**src/rtl/matmul_sequencer.sv**
```systemverilog
// Sequencer computing C = A x B (3x3) through a single register-memory port.
// Optional MATMUL_SATURATE_EN: clamp written elements to 2^DATA_W-1 instead of wrapping.
module matmul_sequencer #(
    parameter int unsigned SRC_A  = 0,
    parameter int unsigned SRC_B  = 1,
    parameter int unsigned DST    = 2,
    parameter int unsigned DATA_W = 8
) (
    input  logic              clk,
    input  logic              reset,
    input  logic              start,
    output logic              busy,
    output logic              done,
    output logic              ovf,
    output logic [1:0]        mem_matrix_select,
    output logic [1:0]        mem_row,
    output logic [1:0]        mem_col,
    output logic              mem_write_enable,
    output logic              mem_read_enable,
    output logic [DATA_W-1:0] mem_write_data,
    input  logic [DATA_W-1:0] mem_read_data
);

    localparam int unsigned ACC_W = 2 * DATA_W + 2;
    localparam logic [ACC_W-1:0] MAX_VAL = {{(ACC_W - DATA_W){1'b0}}, {DATA_W{1'b1}}};

    typedef enum logic [2:0] {IDLE, RD_A, RD_B, MAC, WR, DONE} state_t;

    state_t             state, state_n;
    logic [1:0]         i, j, k, i_n, j_n, k_n;
    logic [ACC_W-1:0]   acc, acc_n;
    logic [DATA_W-1:0]  a_reg, a_n;
    logic               ovf_n, busy_n, done_n, rd_n, we_n;
    logic [1:0]         sel_n, row_n, col_n;
    logic [DATA_W-1:0]  wdata_n;

    // Next state, datapath, and memory-port decode of the upcoming state
    always_comb begin
        state_n = state;
        i_n     = i;
        j_n     = j;
        k_n     = k;
        acc_n   = acc;
        a_n     = a_reg;
        ovf_n   = ovf;
        rd_n    = 1'b0;
        we_n    = 1'b0;
        sel_n   = 2'd0;
        row_n   = 2'd0;
        col_n   = 2'd0;
        wdata_n = '0;

        case (state)
            IDLE: begin
                if (start) begin
                    i_n     = 2'd0;
                    j_n     = 2'd0;
                    k_n     = 2'd0;
                    acc_n   = '0;
                    ovf_n   = 1'b0;
                    state_n = RD_A;
                end
            end
            RD_A: state_n = RD_B;
            RD_B: begin
                a_n     = mem_read_data;
                state_n = MAC;
            end
            MAC: begin
                acc_n = acc + ACC_W'(a_reg) * ACC_W'(mem_read_data);
                if (k == 2'd2) begin
                    k_n     = 2'd0;
                    state_n = WR;
                end else begin
                    k_n     = k + 2'd1;
                    state_n = RD_A;
                end
            end
            WR: begin
                if (acc > MAX_VAL) ovf_n = 1'b1;
                acc_n = '0;
                if (j == 2'd2) begin
                    j_n = 2'd0;
                    i_n = (i == 2'd2) ? 2'd0 : i + 2'd1;
                end else begin
                    j_n = j + 2'd1;
                end
                state_n = (i == 2'd2 && j == 2'd2) ? DONE : RD_A;
            end
            DONE:    state_n = IDLE;
            default: state_n = IDLE;
        endcase

        // Port values are precomputed so they appear registered in the matching state
        case (state_n)
            RD_A: begin
                rd_n  = 1'b1;
                sel_n = 2'(SRC_A);
                row_n = i_n;
                col_n = k_n;
            end
            RD_B: begin
                rd_n  = 1'b1;
                sel_n = 2'(SRC_B);
                row_n = k_n;
                col_n = j_n;
            end
            WR: begin
                we_n  = 1'b1;
                sel_n = 2'(DST);
                row_n = i_n;
                col_n = j_n;
`ifdef MATMUL_SATURATE_EN
                wdata_n = (acc_n > MAX_VAL) ? {DATA_W{1'b1}} : acc_n[DATA_W-1:0];
`else
                wdata_n = acc_n[DATA_W-1:0];
`endif
            end
            default: ;
        endcase

        busy_n = (state_n != IDLE);
        done_n = (state_n == DONE);
    end

    // State, counters and registered outputs
    always_ff @(posedge clk or negedge reset) begin
        if (!reset) begin
            state             <= IDLE;
            i                 <= 2'd0;
            j                 <= 2'd0;
            k                 <= 2'd0;
            acc               <= '0;
            a_reg             <= '0;
            ovf               <= 1'b0;
            busy              <= 1'b0;
            done              <= 1'b0;
            mem_matrix_select <= 2'd0;
            mem_row           <= 2'd0;
            mem_col           <= 2'd0;
            mem_write_enable  <= 1'b0;
            mem_read_enable   <= 1'b0;
            mem_write_data    <= '0;
        end else begin
            state             <= state_n;
            i                 <= i_n;
            j                 <= j_n;
            k                 <= k_n;
            acc               <= acc_n;
            a_reg             <= a_n;
            ovf               <= ovf_n;
            busy              <= busy_n;
            done              <= done_n;
            mem_matrix_select <= sel_n;
            mem_row           <= row_n;
            mem_col           <= col_n;
            mem_write_enable  <= we_n;
            mem_read_enable   <= rd_n;
            mem_write_data    <= wdata_n;
        end
    end

endmodule

```
**config.mk**
```make
export PLATFORM = sky130hd
export DESIGN_NAME = matmul_sequencer
export DESIGN_NICKNAME = d
export VERILOG_FILES = /design/src/rtl/matmul_sequencer.sv
export SDC_FILE = /design/constraint.sdc
export NUM_CORES = 1
export LEC_CHECK = 0
export ABC_AREA = 0
export BUFFER_PORTS_ARGS = -buffer_cell sky130_fd_sc_hd__buf_2
export CORE_MARGIN = 10
export CORE_UTILIZATION = 55
export CTS_BUF_LIST = sky130_fd_sc_hd__clkbuf_8
export CTS_CLUSTER_SIZE = 28
export DETAILED_ROUTE_END_ITERATION = 16
export GPL_ROUTABILITY_DRIVEN = 0
export GPL_TIMING_DRIVEN = 0
export PLACE_DENSITY_LB_ADDON = 0.15
export SLEW_MARGIN = 20
export SYNTH_ARGS = -nofsm -noshare
export SYNTH_HDL_FRONTEND = slang
export SYNTH_SLANG_ARGS = --single-unit
```
**constraint.sdc**
```tcl
create_clock -name clk -period 13.3 [get_ports clk]
set_input_delay 0.665 -clock clk [delete_from_list [all_inputs] [get_ports clk]]
set_output_delay 0.665 -clock clk [all_outputs]
set_load 0.03 [all_outputs]
```
==> results by group, run 1 <==
Routing
  – Number of design-rule violations left by the first detailed-router iteration: 140
  – Mean routed wirelength per cell: 15.3 um
  – DR vias/cell: approximately 5.3
  – Detail Route Antenna Nets: 0
  – Via count: between 3,000 and 4,000
  – Total DRC errors in the routed layout: 0
  – Routed wire length: between 9000 and 10,000 um
  – Drt pass-1 iters: 4

Cells and area
  – Synthesis-to-layout area growth: 7.71%
  – Number of flip-flops in the largest register: 18
  – Layout cell share with drive strength beyond 1: 11.0%
  – Highest-count cells in the layout ignoring fill and taps: sky130_fd_sc_hd__inv_1 (101), sky130_fd_sc_hd__nand2_1 (58), sky130_fd_sc_hd__dfrtp_1 (54)
  – FILL cells: roughly 780
  – Post-layout nets: ~640
  – Antenna Diode Count: 0
  – Most common cell after layout, fill and taps aside: sky130_fd_sc_hd__inv_1
  – Final design utilization: ~60%

Placement
  – Worst slack at placement: 8.33 ns
  – HPWL after detailed placement: slightly below 8000 um
  – Port Buffer Count: 27

STA
  – Hold Vio Cnt, Final: 0
  – Final Skew: around 0.0080 ns
  – Post-layout worst setup margin: 8.55 ns
  – Number of pins with negative max-slew slack in the final report: 0
  – Highest clock rate: 210 MHz
  – Crit path time final: around 4.8 ns
  – RSZ-0062 raised after global routing: no
  – Worst slew margin: between 30 and 40%
  – Count of final setup violators: 0
  – Tightest Pin Transition: just over 1 ns
  – Tcrit/Tclk final: a little over a third
  – Total Neg Setup Slack: 0 ns

Clocking
  – Number of buffers added by the clock tree synthesis step: 5
  – Clock latency on the worst-skew pair: about 0.32 ns
  – CTS tree: done
  – Number of buffers on the longest clock path: 2
  – Clock-pin slew of the registers on the worst-case setup and hold paths: about 0.11 ns
  – Buffer count from post-CTS setup fixing: 0
  – Depth of the CTS H-tree: 2
  – Count of hold-fix buffers inserted at cts: 0
  – Total clock sinks: 54
  – Number of resized instances in the post-cts repair step: 0
  – Clock root cell: sky130_fd_sc_hd__clkbuf_8

Global routing
  – Wire length of the first global-routing pass: about 18,000 um
  – Number of global-route vias before repair: 3,640
  – Leftover overflow at the end of global routing: 0
  – Number of antenna violations at the first check in global routing: 0
  – Total global-route track usage: between 10% and 20%
  – Largest net degree at the start of global routing: 55

Synth
  – Mapped Nets: a little over 600
  – Yosys warns: 0
  – Avg Synthesized Cell Area: ~9.6 um2
  – Count of mapped cells out of synthesis: around 500
  – Part of the Yosys area used for sequential elements: approximately 28%
  – Number of distinct library cells after synthesis: 53
  – Post-synthesis instance area: between 0.004 and 0.005 mm2
  – Seq cells post-synth: 54

Setup path
  – Element type at the critical path end: flip-flop
  – R2r setup slk: between 8 and 9 ns
  – CP cell instances: clkbuf_1, nand2_1, fa_1, inv_1, fa_1, fa_1, inv_1, fa_1, inv_1, ha_1, o211a_1, o31ai_4, a21o_1, a211oi_1, o21ai_1, a32o_1
  – Crit Path Category: flip-flop to flip-flop
  – Cell with the largest stage delay on the worst path: sky130_fd_sc_hd__fa_1
  – Delay of the slowest critical-path stage: around 0.57 ns
  – Critical Path RT: about 14 ns
  – Critical path startpoint category: flip-flop
  – Most frequent cell on the critical path: sky130_fd_sc_hd__fa_1
  – Data arrival time of the critical path: about 5.0 ns
  – Maximum net fanout on the critical path: 9

Die
  – FP Rows: 34
  – Chip width: ~110 um
  – Boundary pin count: 30
  – Die Footprint: 0.0129 mm2
  – Height of the chip: about 110 um
  – Placeable core area: ~0.0086 mm2
  – Initial core utilization: a little under three fifths

Power
  – Leakage power total: approximately 2.8 nW
  – Peak supply drop: ~0.00011 V
  – Areal power density over the cells: between 200 and 250 mW/mm2

Job
  – Number of max-cap violations: 0

Min path
  – Class of the worst hold path: input pin to async pin

Outcome
  – Status: finished, final reports clean
## cells by family (layout without fill, tap and decap cells)
logic type | Yosys count | after routing | synth area share, %
flops | 54 | 54 | 28.1
xor+xnor | 11 | 11 | 2.01
buf+inv | 115 | 150 | 9.11
simple gates | 152 | 152 | 16.6
mux | 10 | 10 | 2.32
fa+ha+maj | 90 | 90 | 31.3
compound gates | 71 | 71 | 10.6
## critical path, delay by kind of cell, from the launching register on
kind	cells	cell delay (ns)
AO/OA/AOI/OAI	6	1.24
adder cells (fa/ha/maj)	5	2.49
buffers and inverters	4	0.46
flip-flops	1	0.34
AND/OR/NAND/NOR	1	0.13
## layer usage
metal	share of wire (%)	track usage, %
met1	47	22.4
met4	1.2	3.81
met5	0	0
met3	2.3	2.26
met2	49	27.9
## where the power goes
part / switching (mW) / leakage, nW / internal, mW
logic: 0.523 / 2.05 / 0.392
clock network: 0.0643 / 0.0506 / 0.0397
registers: 0.0197 / 0.672 / 0.200
total: 0.607 / 2.77 / 0.632
## layout make-up
| cell class | count | area (um2) | area share [%] |
|---|---|---|---|
| plain buffers | 14 | 58.8 | 1.14 |
| clock buffers | 5 | 68.8 | 1.33 |
| clock inverters | 3 | 28.8 | 0.556 |
| inverters | 101 | 379 | 7.33 |
| multi-input cells | 334 | 3020 | 58.3 |
| flip-flops and latches | 54 | 1350 | 26.1 |
| well taps | 108 | 135 | 2.61 |
| repair buffers | 27 | 138 | 2.66 |
## final timing paths
path	startpoint	endpoint	depth (start not counted)
max	a_reg[5]	acc[15]	16
min	reset	a_reg[5]	1
max reg2reg	a_reg[5]	acc[15]	16
min reg2reg	ovf	ovf	1
max in group asynchronous	reset	k[1]	1
min in group clk	ovf	ovf	1
## cells in the mapped netlist, drive strengths merged
cell | count | area share, %
a2111oi | 1 | 0.31
a211oi | 1 | 0.16
a21o | 6 | 0.94
a21oi | 12 | 1.6
a221oi | 1 | 0.18
a22o | 11 | 2.0
a22oi | 1 | 0.16
a31oi | 3 | 0.39
a32o | 1 | 0.21
and2 | 40 | 5.3
and3 | 8 | 1.1
and3b | 1 | 0.18
and4 | 1 | 0.23
buf | 5 | 0.52
clkbuf | 9 | 0.70
dfrtp | 54 | 28
fa | 50 | 21
ha | 40 | 10
inv | 101 | 7.9
mux2 | 9 | 2.1
mux2i | 1 | 0.21
nand2 | 58 | 4.5
nand2b | 7 | 0.91
nand3 | 3 | 0.31
nand3b | 2 | 0.31
nand4 | 3 | 0.39
nand4b | 1 | 0.18
nor2 | 11 | 0.86
nor2b | 4 | 0.52
nor3 | 5 | 0.52
nor3b | 3 | 0.47
nor4 | 1 | 0.13
nor4b | 1 | 0.18
o211a | 1 | 0.21
o211ai | 1 | 0.26
o21a | 3 | 0.47
o21ai | 23 | 2.5
o21bai | 2 | 0.31
o31a | 1 | 0.18
o31ai | 3 | 0.76
or2 | 1 | 0.13
or3 | 1 | 0.13
or4 | 1 | 0.23
xnor2 | 6 | 1.1
xor2 | 5 | 0.91
## through the flow
| step | hold WS [ns] | power [mW] | area [um2] | cells |
|---|---|---|---|---|
| final | 0.377 | 1.24 | 5170 | 646 |
| after global routing | 0.425 | 1.39 | 5170 | 646 |
| after CTS | 0.408 | 1.25 | 5170 | 646 |
| after detailed placement | 0.491 | 1.14 | 5080 | 638 |
| after global placement | 0.469 | 1.12 | 5070 | 638 |
| after floorplan | 0.369 | 0.951 | 4800 | 503 |
Note: power is estimated with default switching activity, not from simulation.
==> inputs of run 2 (changes only) <==
Clock period 13.3 ns to 3.9 ns, I/O delays scaled along.
==> run 2 against run 1 <==
The run now ends with negative setup slack left. Flip-flop and latch count unchanged. Final cell count grew 1.7%. Sequential power rose to 3.4 times the previous value. Clock skew decreased by 0.00060 ns. Die area did not move. Combinational power grew to 4.7 times the previous value. Register-to-register slack got worse by 9.0 ns. Non-clock buffer count rose by 11. Global-route usage increased by 0.36 points. Largest cell class unchanged.
==> results by group, run 2 (synthesized netlist as in run 1, its figures left out) <==
STA
  – Tcrit/Tclk final: 111% (+75 points)
  – Final Skew: 0.00744 ns (-0.000598 ns)
  – Number of pins with negative max-slew slack in the final report: 0 (unchanged)
  – RSZ-0062 raised after global routing: yes
  – Tightest Pin Transition: 1.03 ns (+0.0226 ns)
  – Post-layout worst setup margin: -0.412 ns (-8.96 ns)
  – Highest clock rate: 232 MHz (+10%)
  – Worst slew margin: 31.0% (-1.5 points)
  – Crit path time final: 4.31 ns (-0.439 ns)
  – Count of final setup violators: 10 (+10)
  – Hold Vio Cnt, Final: 0 (unchanged)

Routing
  – DR vias/cell: 5.31 (+0.87%)
  – Total DRC errors in the routed layout: 0 (unchanged)
  – Detail Route Antenna Nets: 0 (unchanged)
  – Via count: 3,490 (+2.6%)
  – Number of design-rule violations left by the first detailed-router iteration: 139 (-0.71%)
  – Mean routed wirelength per cell: 16.0 um (+4.5%)
  – Routed wire length: 10,500 um (+6.3%)
  – Drt pass-1 iters: 4 (unchanged)

Clocking
  – Number of buffers added by the clock tree synthesis step: 5 (unchanged)
  – Number of buffers on the longest clock path: 2 (unchanged)
  – Clock root cell: sky130_fd_sc_hd__clkbuf_8
  – CTS tree: done
  – Clock-pin slew of the registers on the worst-case setup and hold paths: 0.11 ns (about the same)
  – Total clock sinks: 54 (unchanged)
  – Depth of the CTS H-tree: 2 (unchanged)
  – Clock latency on the worst-skew pair: 0.32 ns (about the same)

Placement
  – HPWL after detailed placement: 8230 um (+3.9%)
  – Port Buffer Count: 27 (unchanged)
  – Dpl cell area: 0.00526 mm2 (+3.5%)
  – Worst slack at placement: -0.436 ns (-8.77 ns)
  – Cell total after placement: 638 (unchanged)

Setup path
  – Element type at the critical path end: flip-flop
  – Critical Path RT: 4.14 ns (-9.38 ns)
  – Crit path from: a_reg[6]
  – Delay of the slowest critical-path stage: 0.54 ns (-0.03 ns)
  – Kind of cell adding the most delay to the critical path: adder cells
  – Logic depth of the worst path, buffers included: 17 (+1)
  – CP cell instances: buf_4, clkbuf_16, nand2_1, fa_1, inv_1, fa_1, fa_1, inv_2, fa_2, inv_2, ha_4, a21oi_4, o21ai_2, and2_4, or4_4, and2_4, o211ai_2
  – Count of buffering cells on the critical path with inverters included: 5 (+1)
  – Crit Path Category: flip-flop to flip-flop
  – Data arrival time of the critical path: 4.56 ns (-0.41 ns)
  – Cell with the largest stage delay on the worst path: sky130_fd_sc_hd__fa_1
  – RR Startpoint: a_reg[6]
  – Critical path startpoint category: flip-flop
  – Most frequent cell on the critical path: sky130_fd_sc_hd__fa_1
  – Maximum net fanout on the critical path: 4 (-5)
  – R2r worst-path depth: 17 (+1)

Cells and area
  – FILL cells: 711 (-9.0%)
  – Post-layout nets: 649 (+1.7%)
  – Most common cell after layout, fill and taps aside: sky130_fd_sc_hd__inv_1
  – Layout cell share with drive strength beyond 1: 24.4% (+13 points)
  – Synthesis-to-layout area growth: 16.6%
  – Area of all placed cells without fillers: 0.00560 mm2 (+8.2%)
  – Antenna Diode Count: 0 (unchanged)
  – Count of non-filler cells in the finished layout: 657 (+1.7%)
  – Number of flip-flops in the largest register: 18 (unchanged)
  – Highest-count cells in the layout ignoring fill and taps: sky130_fd_sc_hd__inv_1 (92), sky130_fd_sc_hd__nand2_1 (51), sky130_fd_sc_hd__dfrtp_1 (48)
  – Final design utilization: 65.2% (+5.0 points)

Die
  – Height of the chip: 113 um (unchanged)
  – Placeable core area: 0.00859 mm2 (unchanged)
  – Boundary pin count: 30 (unchanged)
  – Die Footprint: 0.0129 mm2 (unchanged)
  – FP Rows: 34 (unchanged)
  – Initial core utilization: 55.9% (unchanged)
  – Chip width: 113 um (unchanged)

Power
  – Cell internal power dissipation: 2.94 mW (+360%)
  – Part of the total power dissipated in the clock network: 7.5% (-0.9 points)
  – Fraction of power spent switching nets: 46.1% (-2.9 points)
  – Areal power density over the cells: 974 mW/mm2 (+310%)
  – Net switching power: 2.52 mW (+310%)
  – Peak supply drop: 0.000519 V (+360%)
  – Portion of total power attributed to combinational logic: 78.6% (+4.7 points)
  – Leakage power total: 2.88 nW (+3.9%)
  – Design Power: 5.45 mW (+340%)
  – Flop pwr share: 13.9% (-3.9 points)

Global routing
  – Number of antenna violations at the first check in global routing: 0 (unchanged)
  – Wire length of the first global-routing pass: 18,400 um (+2.2%)
  – Number of global-route vias before repair: 3,778 (+3.8%)
  – Largest net degree at the start of global routing: 55 (unchanged)
  – Total global-route track usage: 17.1% (+0.36 points)
  – Leftover overflow at the end of global routing: 0 (unchanged)

Min path
  – Class of the worst hold path: input pin to flip-flop
  – Min-delay src: start
  – Min-Delay Path Depth: 3

Job
  – Number of max-cap violations: 0 (unchanged)

Outcome
  – Status: complete, but fails checks
  – Violated checks: negative setup slack
run 2: cell count changes in the layout (fill, tap and decap cells not counted), sizes merged:
cell,change
bufinv,+1
inv,-1
clkbuf,-2
dlygate4sd3,+1
buf,+12
clkinv,-1
clkinvlp,+1
run 2: metrics by stage:
stage | hold WS, ns | TNS (ns)
after CTS | 0.198 | -2.03
after global routing | 0.215 | -3.43
after floorplan | -0.101 | -0.332
after detailed placement | 0.286 | -2.56
final | 0.198 | -2.09
after global placement | 0.484 | -2.04
run 2: path summary, 6_finish.rpt:
check | end | slack, ns
max | acc[17] | -0.41
min | ovf | 0.20
max reg2reg | acc[17] | -0.41
min reg2reg | ovf | 0.52
max in group asynchronous | a_reg[1] | 2.94
min in group asynchronous | mem_col[0] | 0.46
run 2: area by class of cell:
| cell class | count | area (um2) | share of cell area, % |
|---|---|---|---|
| buffer | 13 | 78.8 | 1.41 |
| clock buffer | 5 | 68.8 | 1.23 |
| clock inverter | 3 | 48.8 | 0.871 |
| inverter | 101 | 379 | 6.77 |
| multi-input combinational | 334 | 3270 | 58.4 |
| sequential | 54 | 1360 | 24.3 |
| tap | 108 | 135 | 2.41 |
| timing repair buffer | 39 | 259 | 4.62 |
run 2: layer usage:
layer  track usage, %  vias to the layer above  part of all wire (%)
met5                0                        -                     0
met2             29.9                       46                    51
met1             21.6                     1746                    45
li1                 -                     1680                     -
met4             4.06                        0                   1.9
met3             2.47                       18                   2.2
run 2: timing repair:
action	4_1_cts	5_1_grt
hold buffers	1	0
endpoints found under the setup margin	12	12
gates resized for setup	32	19
endpoints found under the hold margin	54	0
pin swaps	30	13
setup buffers	7	3
gates cloned	0	1
run 2: power by group through the flow:
stage | Combinational, mW | Sequential [mW] | Clock, mW
final | 4.29 | 0.756 | 0.409
after detailed placement | 3.78 | 0.766 | 0
after CTS | 4.01 | 0.755 | 0.411
after global routing | 4.78 | 0.765 | 0.432
after floorplan | 3.12 | 0.735 | 0
after global placement | 3.68 | 0.763 | 0
run 2: worst reg2reg max path, stage by stage, from the launching register on:
cell and delay [ns]:
sky130_fd_sc_hd__dfrtp_1 0.41, sky130_fd_sc_hd__buf_4 0.13, sky130_fd_sc_hd__clkbuf_16 0.12, sky130_fd_sc_hd__nand2_1 0.06, sky130_fd_sc_hd__fa_1 0.50, sky130_fd_sc_hd__inv_1 0.04, sky130_fd_sc_hd__fa_1 0.47, sky130_fd_sc_hd__fa_1 0.54
sky130_fd_sc_hd__inv_2 0.04, sky130_fd_sc_hd__fa_2 0.53, sky130_fd_sc_hd__inv_2 0.05, sky130_fd_sc_hd__ha_4 0.16, sky130_fd_sc_hd__a21oi_4 0.16, sky130_fd_sc_hd__o21ai_2 0.09, sky130_fd_sc_hd__and2_4 0.15, sky130_fd_sc_hd__or4_4 0.48
sky130_fd_sc_hd__and2_4 0.17, sky130_fd_sc_hd__o211ai_2 0.15
